`src/rtl/prog_counter_pkg.sv`:
```
// Shared encodings for the programmable tile counter.
// No logic; constants only.
// No flow control.
package prog_counter_pkg;

    localparam logic MODE_WRAP = 1'b0;
    localparam logic MODE_SAT  = 1'b1;

    localparam logic DIR_DOWN  = 1'b0;
    localparam logic DIR_UP    = 1'b1;

endpackage

```
`src/rtl/counter_prescaler.sv`:
```
// Enable prescaler: pulses tick once every prescale+1 enabled cycles.
// Latency: tick is combinational from the phase register.
// No backpressure; en=0 freezes the phase, clr restarts it.
module counter_prescaler #(
    parameter int PRESCALE_W = 8
) (
    input  logic                  clk,
    input  logic                  rst_n,
    input  logic                  en,
    input  logic                  clr,
    input  logic [PRESCALE_W-1:0] prescale,
    output logic                  tick
);

    logic [PRESCALE_W-1:0] pre_cnt;
    logic                  hit;

    assign hit  = (pre_cnt == prescale);
    assign tick = en & ~clr & hit;

    // A phase already past a reduced prescale runs on to its natural wrap.
    always_ff @(posedge clk or negedge rst_n) begin
        if (!rst_n) begin
            pre_cnt <= '0;
        end else if (clr) begin
            pre_cnt <= '0;
        end else if (en) begin
            pre_cnt <= hit ? '0 : pre_cnt + 1'b1;
        end
    end

endmodule

```
`src/rtl/prog_counter.sv`:
```
// Up/down counter with modulo top, wrap/saturate, load and boundary flags.
// Latency: count/tc registered, one clk after the deciding edge.
// No backpressure; load > tick > hold every cycle.
module prog_counter
    import prog_counter_pkg::*;
#(
    parameter int WIDTH      = 8,
    parameter int PRESCALE_W = 8
) (
    input  logic                  clk,
    input  logic                  rst_n,
    input  logic                  en,
    input  logic                  up,
    input  logic                  mode,
    input  logic                  load,
    input  logic [WIDTH-1:0]      load_val,
    input  logic [WIDTH-1:0]      max_val,
    input  logic [PRESCALE_W-1:0] prescale,
    output logic [WIDTH-1:0]      count,
    output logic                  tc,
    output logic                  at_top,
    output logic                  at_zero
);

    logic             tick;
    logic [WIDTH-1:0] count_nxt;
    logic             tc_nxt;

    counter_prescaler #(
        .PRESCALE_W (PRESCALE_W)
    ) u_prescaler (
        .clk      (clk),
        .rst_n    (rst_n),
        .en       (en),
        .clr      (load),
        .prescale (prescale),
        .tick     (tick)
    );

    always_comb begin
        count_nxt = count;
        tc_nxt    = 1'b0;
        if (load) begin
            count_nxt = load_val;
        end else if (tick) begin
            if (up == DIR_UP) begin
                // >= so a count stranded above a lowered max_val is treated as top
                if (count >= max_val) begin
                    tc_nxt = 1'b1;
                    if (mode == MODE_WRAP) count_nxt = '0;
                end else begin
                    count_nxt = count + 1'b1;
                end
            end else begin
                if (count == '0) begin
                    tc_nxt = 1'b1;
                    if (mode == MODE_WRAP) count_nxt = max_val;
                end else begin
                    count_nxt = count - 1'b1;
                end
            end
        end
    end

    always_ff @(posedge clk or negedge rst_n) begin
        if (!rst_n) begin
            count <= '0;
            tc    <= 1'b0;
        end else begin
            count <= count_nxt;
            tc    <= tc_nxt;
        end
    end

    assign at_top  = (count >= max_val);
    assign at_zero = (count == '0);

endmodule

```
`config.mk`:
```
export PLATFORM = sky130hd
export DESIGN_NAME = prog_counter
export DESIGN_NICKNAME = d
export VERILOG_FILES = /design/src/rtl/prog_counter_pkg.sv /design/src/rtl/counter_prescaler.sv /design/src/rtl/prog_counter.sv
export SDC_FILE = /design/constraint.sdc
export NUM_CORES = 1
export LEC_CHECK = 0
export CORE_MARGIN = 2
export CORE_UTILIZATION = 54
export DETAILED_ROUTE_END_ITERATION = 7
export PLACE_DENSITY = 0.86
export SYNTH_ARGS = -nofsm -noshare
export SYNTH_HDL_FRONTEND = slang
export SYNTH_SLANG_ARGS = --single-unit
export TNS_END_PERCENT = 1
```
`constraint.sdc`:
```
create_clock -name clk -period 6.3 [get_ports clk]
set_clock_uncertainty 0.1 [all_clocks]
set_input_delay 1.89 -clock clk [delete_from_list [all_inputs] [get_ports clk]]
set_output_delay 1.89 -clock clk [all_outputs]
set_load 0.02 [all_outputs]
```
==> results.yml, run 1 <==
synthesis:
  synth_compound_area_share_pct: 27.4
  synthMuxAreaShare_pct: 3.61
  synth_edf_count: 0
  ys_seq_elements: 17
  synth_xor_area_share_pct: 6.70
  syn_avg_cell_area_um2: 8.54
  synth_fa_ha_area_share_pct: 8.84
  async_reset_ff_share_pct: 100
  synthSimpleGateAreaFrac_pct: 22.5
  synth_top_family_by_area: "compound AO/OA/AOI/OAI gates"
  yosysWarningCount: 0
  synthFlopType: "dfrtp_1"
  syn_inst: 199
  synth_cell_types: 60
  synth-seq-area-share_pct: 25.0
  synth_nets: 241
  syn_area_um2: 1700
cts:
  htreeDepth: 1
  ctsLongestPathBuffers: 2
  ctsHoldBuffers: 0
  path_clk_slew_ns: 0.10
  cts_buffers: 3
  cts_sinks: 17
  cts_tree: "yes"
  postCtsSetupRepairBufs: 0
  worstSkewPairLatency_ns: 0.30
  post_cts_resized: 0
  root_buffer: "clkbuf_4"
grt:
  first_global_vias: 1461
  grt_usage_pct: 24.5
  overflow: 0
  grt_max_degree: 28
  grt_pass1_wl_um: 6690
  antenna_found_initial: 0
sta:
  period_share_pct: 93.9
  hold_violations: 0
  holdWs_ns: 0.434
  final-setup-viol-count: 0
  tightest_slew_ns: 0.754
  fmax_mhz: 169
  max-slew-margin-rel_pct: 49.6
  period_needed_ns: 5.92
  rsz0062_at_grt: "false"
  drv_slew: 0
  fin_tns_setup_ns: 0
  timing.final.ws_setup_ns: 0.384
cells_and_area:
  final_common_cell: "clkdlybuf4s50_1"
  seqCellArea_um2: 425
  final_cell_mix: "40 x clkdlybuf4s50_1, 20 x nor2_1, 17 x dfrtp_1, 13 x inv_1, 13 x o21ai_0"
  fin_nets: 280
  final_cells: 281
  drive_gt1_share_pct: 9.28
  multiInputGateArea_um2: 1170
  syn_to_final_growth_pct: 26.5
  final_util_pct: 71.0
  fillCellCount: 247
  final_cell_area_um2: 2150
  antennaDiodeCount: 0
critical_path:
  crit_fanout: 3
  cp-end-kind: "output pin"
  cp-start-kind: "primary input"
  crit_type: "in -> out"
  required_ns: 4.31
  worstPathArrival_ns: 3.93
floorplan:
  coreArea_um2: 3030
  chipWidth_um: 60.1
  dieHeight_um: 60.1
  start_util_pct: 56.1
  dieArea_um2: 3610
  num_rows: 20
  io_pins: 41
drt:
  dr.pass1.iters: 4
  drcViolationCount: 0
  viasPerCell: 5.89
  post_drt_wl_per_cell_um: 14.8
  num_vias: 1655
  drtIter0Drc: 107
  wirelength_um: 4150
  ant_nets: 0
place:
  hpwl_um: 3260
  pre_cts_slack_ns: 0.374
  place_congestion: 0.950
  place_inst: 277
  placed_area_um2: 2120
  port_buffers: 40
pwr:
  total_power_uw: 439
  leakage_nw: 0.875
  ir_drop_v: 0.000154
  powerDensity_nw_per_um2: 204
status:
  status: "completed"
flow_run:
  max_cap_violations: 0
worst_hold_path:
  hold_class: "reg -> reg"
[final timing paths]
path	from	end	slack [ns]	depth (start not counted)
worst max-delay path	max_val[1]	at_top	0.38	7
min in group asynchronous	rst_n	count[5]	1.93	1
worst min-delay path	u_prescaler.pre_cnt[6]	u_prescaler.pre_cnt[6]	0.43	1
max in group asynchronous	rst_n	count[2]	3.69	1
worst min register to register	u_prescaler.pre_cnt[6]	u_prescaler.pre_cnt[6]	0.43	1
worst max register to register	count[0]	count[1]	3.71	9
[logic make-up (layout without fill, tap and decap cells)]
| logic type | count (synthesis) | count (layout) |
|---|---|---|
| and+or+nand+nor | 67 | 67 |
| AOI/OAI and AO/OA | 63 | 63 |
| buffers and inverters | 22 | 60 |
| DFF | 17 | 17 |
| xor gates and xnor gates | 13 | 13 |
| adders and majority gates | 12 | 12 |
| muxes | 5 | 5 |
[layer usage]
layer  GRT usage (%)  wire length, µm  up-vias  share of wire [%]
li1                -                -      814                  -
met1            34.8             1970      780                 47
met2            38.0             1920       53                 46
met3            4.33              217        8                5.2
met4            6.35               40        0               0.96
met5               0                0        -                  0
[layout make-up]
type                       instances  area share [%]
timing repair buffer              42            19.3
multi-input combinational        160            54.6
tap                               44            2.56
sequential                        17            19.8
inverter                          14            2.50
clock buffer                       4            1.22
[Yosys cell counts (4+ instances only)]
cell	n	share of area [%]
a21oi_1	8	2.4
a221oi_1	4	2.1
and3_1	4	1.5
dfrtp_1	17	25
ha_1	12	8.8
inv_1	13	2.9
nand2_1	10	2.2
nand2b_1	4	1.5
nand3_1	7	2.1
nor2_1	20	4.4
o21ai_0	13	3.8
o2bb2ai_1	5	2.6
o31ai_1	5	2.2
xnor2_1	10	5.2
[state kept, by name, indices dropped and copies added (netlist names)]
| register | flops |
|---|---|
| count | 8 |
| tc | 1 |
| u_prescaler.pre_cnt | 8 |
[power by group]
group          switching [mW]  internal [mW]
registers              0.0373          0.120
clock network          0.0333         0.0247
logic                   0.111          0.113
total                   0.181          0.258
[worst max-delay path: stages]
cell	delay, ns
clkdlybuf4s50_1	0.47
inv_1	0.04
ha_1	0.18
or4_4	0.54
a21oi_4	0.15
o31ai_1	0.11
clkdlybuf4s50_1	0.55
(Power assumes the default switching activity.)
==> inputs of run 2 (changes only) <==
--- a/config.mk
+++ b/config.mk
@@ -6,9 +6,9 @@
 export NUM_CORES = 1
 export LEC_CHECK = 0
 export CORE_MARGIN = 2
-export CORE_UTILIZATION = 54
+export CORE_UTILIZATION = 45
 export DETAILED_ROUTE_END_ITERATION = 7
-export PLACE_DENSITY = 0.86
+export PLACE_DENSITY = 0.76
 export SYNTH_ARGS = -nofsm -noshare
 export SYNTH_HDL_FRONTEND = slang
 export SYNTH_SLANG_ARGS = --single-unit
==> constraint.sdc (replaced) <==
create_clock -name clk -period 4.9 [get_ports clk]
set_clock_uncertainty 0.1 [all_clocks]
set_input_delay 1.47 -clock clk [delete_from_list [all_inputs] [get_ports clk]]
set_output_delay 1.47 -clock clk [all_outputs]
set_load 0.02 [all_outputs]
==> run 2 against run 1 <==
Effect of this change: power is 39% higher; first-iteration DRC count decreased by 19%; sequential share of layout area fell by 1.0 points; via count up 0.48%; critical path type unchanged; sequential power is 24% higher; combinational power rose by 39%.
==> results.yml, run 2 (synthesis results as in run 1) <==
status:
  status: "completed"
floorplan:
  coreArea_um2: 3630
  dieHeight_um: 65.4
  io_pins: 41
  chipWidth_um: 65.4
  start_util_pct: 46.8
  num_rows: 22
  dieArea_um2: 4280
sta:
  holdWs_ns: 0.419
  fmax_mhz: 207
  fin_tns_setup_ns: 0
  period_needed_ns: 4.84
  timing.final.ws_setup_ns: 0.0581
  max-slew-margin-rel_pct: 49.7
  final-setup-viol-count: 0
  tightest_slew_ns: 0.752
  drv_slew: 0
  period_share_pct: 98.8
  rsz0062_at_grt: "false"
  hold_violations: 0
cts:
  cts_tree: "yes"
  ctsHoldBuffers: 0
  htreeDepth: 1
  postCtsSetupRepairBufs: 0
  ctsLongestPathBuffers: 2
  root_buffer: "clkbuf_8"
  cts_sinks: 17
  worstSkewPairLatency_ns: 0.25
  path_clk_slew_ns: 0.06
  cts_buffers: 3
cells_and_area:
  fin_nets: 292
  drive_gt1_share_pct: 13.7
  antennaDiodeCount: 0
  reg.largest.list: "count (8), u_prescaler.pre_cnt (8), tc (1)"
  final_common_cell: "clkdlybuf4s50_1"
  syn_to_final_growth_pct: 33.2
  final_cells: 297
  final_util_pct: 62.3
  fillCellCount: 334
  final_cell_mix: "39 x clkdlybuf4s50_1, 20 x nor2_1, 17 x dfrtp_1, 14 x buf_4"
drt:
  drcViolationCount: 0
  wirelength_um: 4190
  dr.pass1.iters: 4
  viasPerCell: 5.60
  post_drt_wl_per_cell_um: 14.1
  drtIter0Drc: 87
  ant_nets: 0
  num_vias: 1663
critical_path:
  cp-start-kind: "primary input"
  required_ns: 3.33
  path_depth: 7
  crit_type: "in -> out"
  crit_buf_inv: 3
  r2r_cells: 9
  crit_fanout: 2
  worstPathArrival_ns: 3.27
  slowest_stage: "or4_4"
  critPathTopFamily: "buffers and inverters"
  cp-end-kind: "output pin"
  cp_slowest_stage_delay_ns: 0.54
  crit_path_cell_trace: "clkdlybuf4s50_1 > inv_1 > ha_1 > or4_4 > a21oi_4 > o31ai_1 > clkdlybuf4s15_1"
grt:
  overflow: 0
  antenna_found_initial: 0
  grt_pass1_wl_um: 6960
  grt_max_degree: 18
  first_global_vias: 1516
  grt_usage_pct: 21.0
pwr:
  switching_share_pct: 38.6
  combPwrFrac_pct: 51.2
  powerDensity_nw_per_um2: 269
  p_sw_uw: 235
  leakage_nw: 0.942
  clkPwrFrac_pct: 16.8
  ir_drop_v: 0.000249
  p_seq_share_pct: 32.1
  p_int_uw: 374
place:
  hpwl_um: 3250
  port_buffers: 40
  pre_cts_slack_ns: -0.192
  place_inst: 293
  place_congestion: 0.844
worst_hold_path:
  hold_class: "reg -> reg"
  hold_depth: 1
flow_run:
  max_cap_violations: 0
run 2: cell types whose count changed in the layout (fill, tap and decap cells not counted):
cell	previous run	this run
buf_4	2	14
clkdlybuf4s15_1	0	1
clkdlybuf4s50_1	40	39
clkbuf_8	0	3
clkbuf_4	3	0
run 2: through the flow:
step	total power, mW	instance area (µm²)
floorplan	0.390	1700
global placement	0.504	2220
detailed placement	0.506	2220
CTS	0.609	2260
global route	0.653	2260
finish	0.609	2260
run 2: path summary, 6_finish.rpt:
check                                       start                     end  slack, ns
hold reg to reg            u_prescaler.pre_cnt[6]  u_prescaler.pre_cnt[6]       0.42
setup / recovery                       max_val[1]                  at_top       0.06
min in group asynchronous                   rst_n  u_prescaler.pre_cnt[7]       1.57
setup reg to reg                         count[3]                count[5]       2.23
max in group asynchronous                   rst_n                count[7]       2.66
hold / removal             u_prescaler.pre_cnt[6]  u_prescaler.pre_cnt[6]       0.42
run 2: worst register-to-register path, stage by stage, from the launching register on:
cell	delay (ns)
dfrtp_1	0.62
ha_1	0.26
buf_4	0.11
o21a_1	0.11
a21oi_2	0.06
buf_4	0.13
o31a_2	0.37
o211a_4	0.30
nor2_8	0.17
mux2_4	0.32
run 2: power by group through the flow:
| stage | clock network (mW) | logic, mW | registers (mW) |
|---|---|---|---|
| 4_1_cts | 0.105 | 0.310 | 0.195 |
| 2_1_floorplan | 0 | 0.197 | 0.193 |
| 6_report | 0.102 | 0.311 | 0.195 |
| 3_3_place_gp | 0 | 0.307 | 0.197 |
| 5_1_grt | 0.113 | 0.342 | 0.198 |
| 3_5_place_dp | 0 | 0.309 | 0.197 |
run 2: timing repair:
item,CTS,global route
setup endpoints to repair,1,1
gates resized for setup,1,1
pin swaps,0,0
run 2: cell type report:
| type | instances | area [µm²] | area share [%] |
|---|---|---|---|
| multi-input cells | 160 | 1170 | 51.9 |
| clock buffers | 4 | 45.0 | 1.99 |
| inverters | 14 | 53.8 | 2.38 |
| flip-flops and latches | 17 | 425 | 18.8 |
| repair buffers | 54 | 505 | 22.3 |
| well taps | 48 | 60.1 | 2.65 |
run 2: per-layer routing:
layer	part of all wire, %	GRT usage, %	vias up
met2	46	33.4	37
met3	5.4	3.60	4
met4	0.86	5.21	0
li1	-	-	835
met1	48	29.5	787
met5	0	0	-
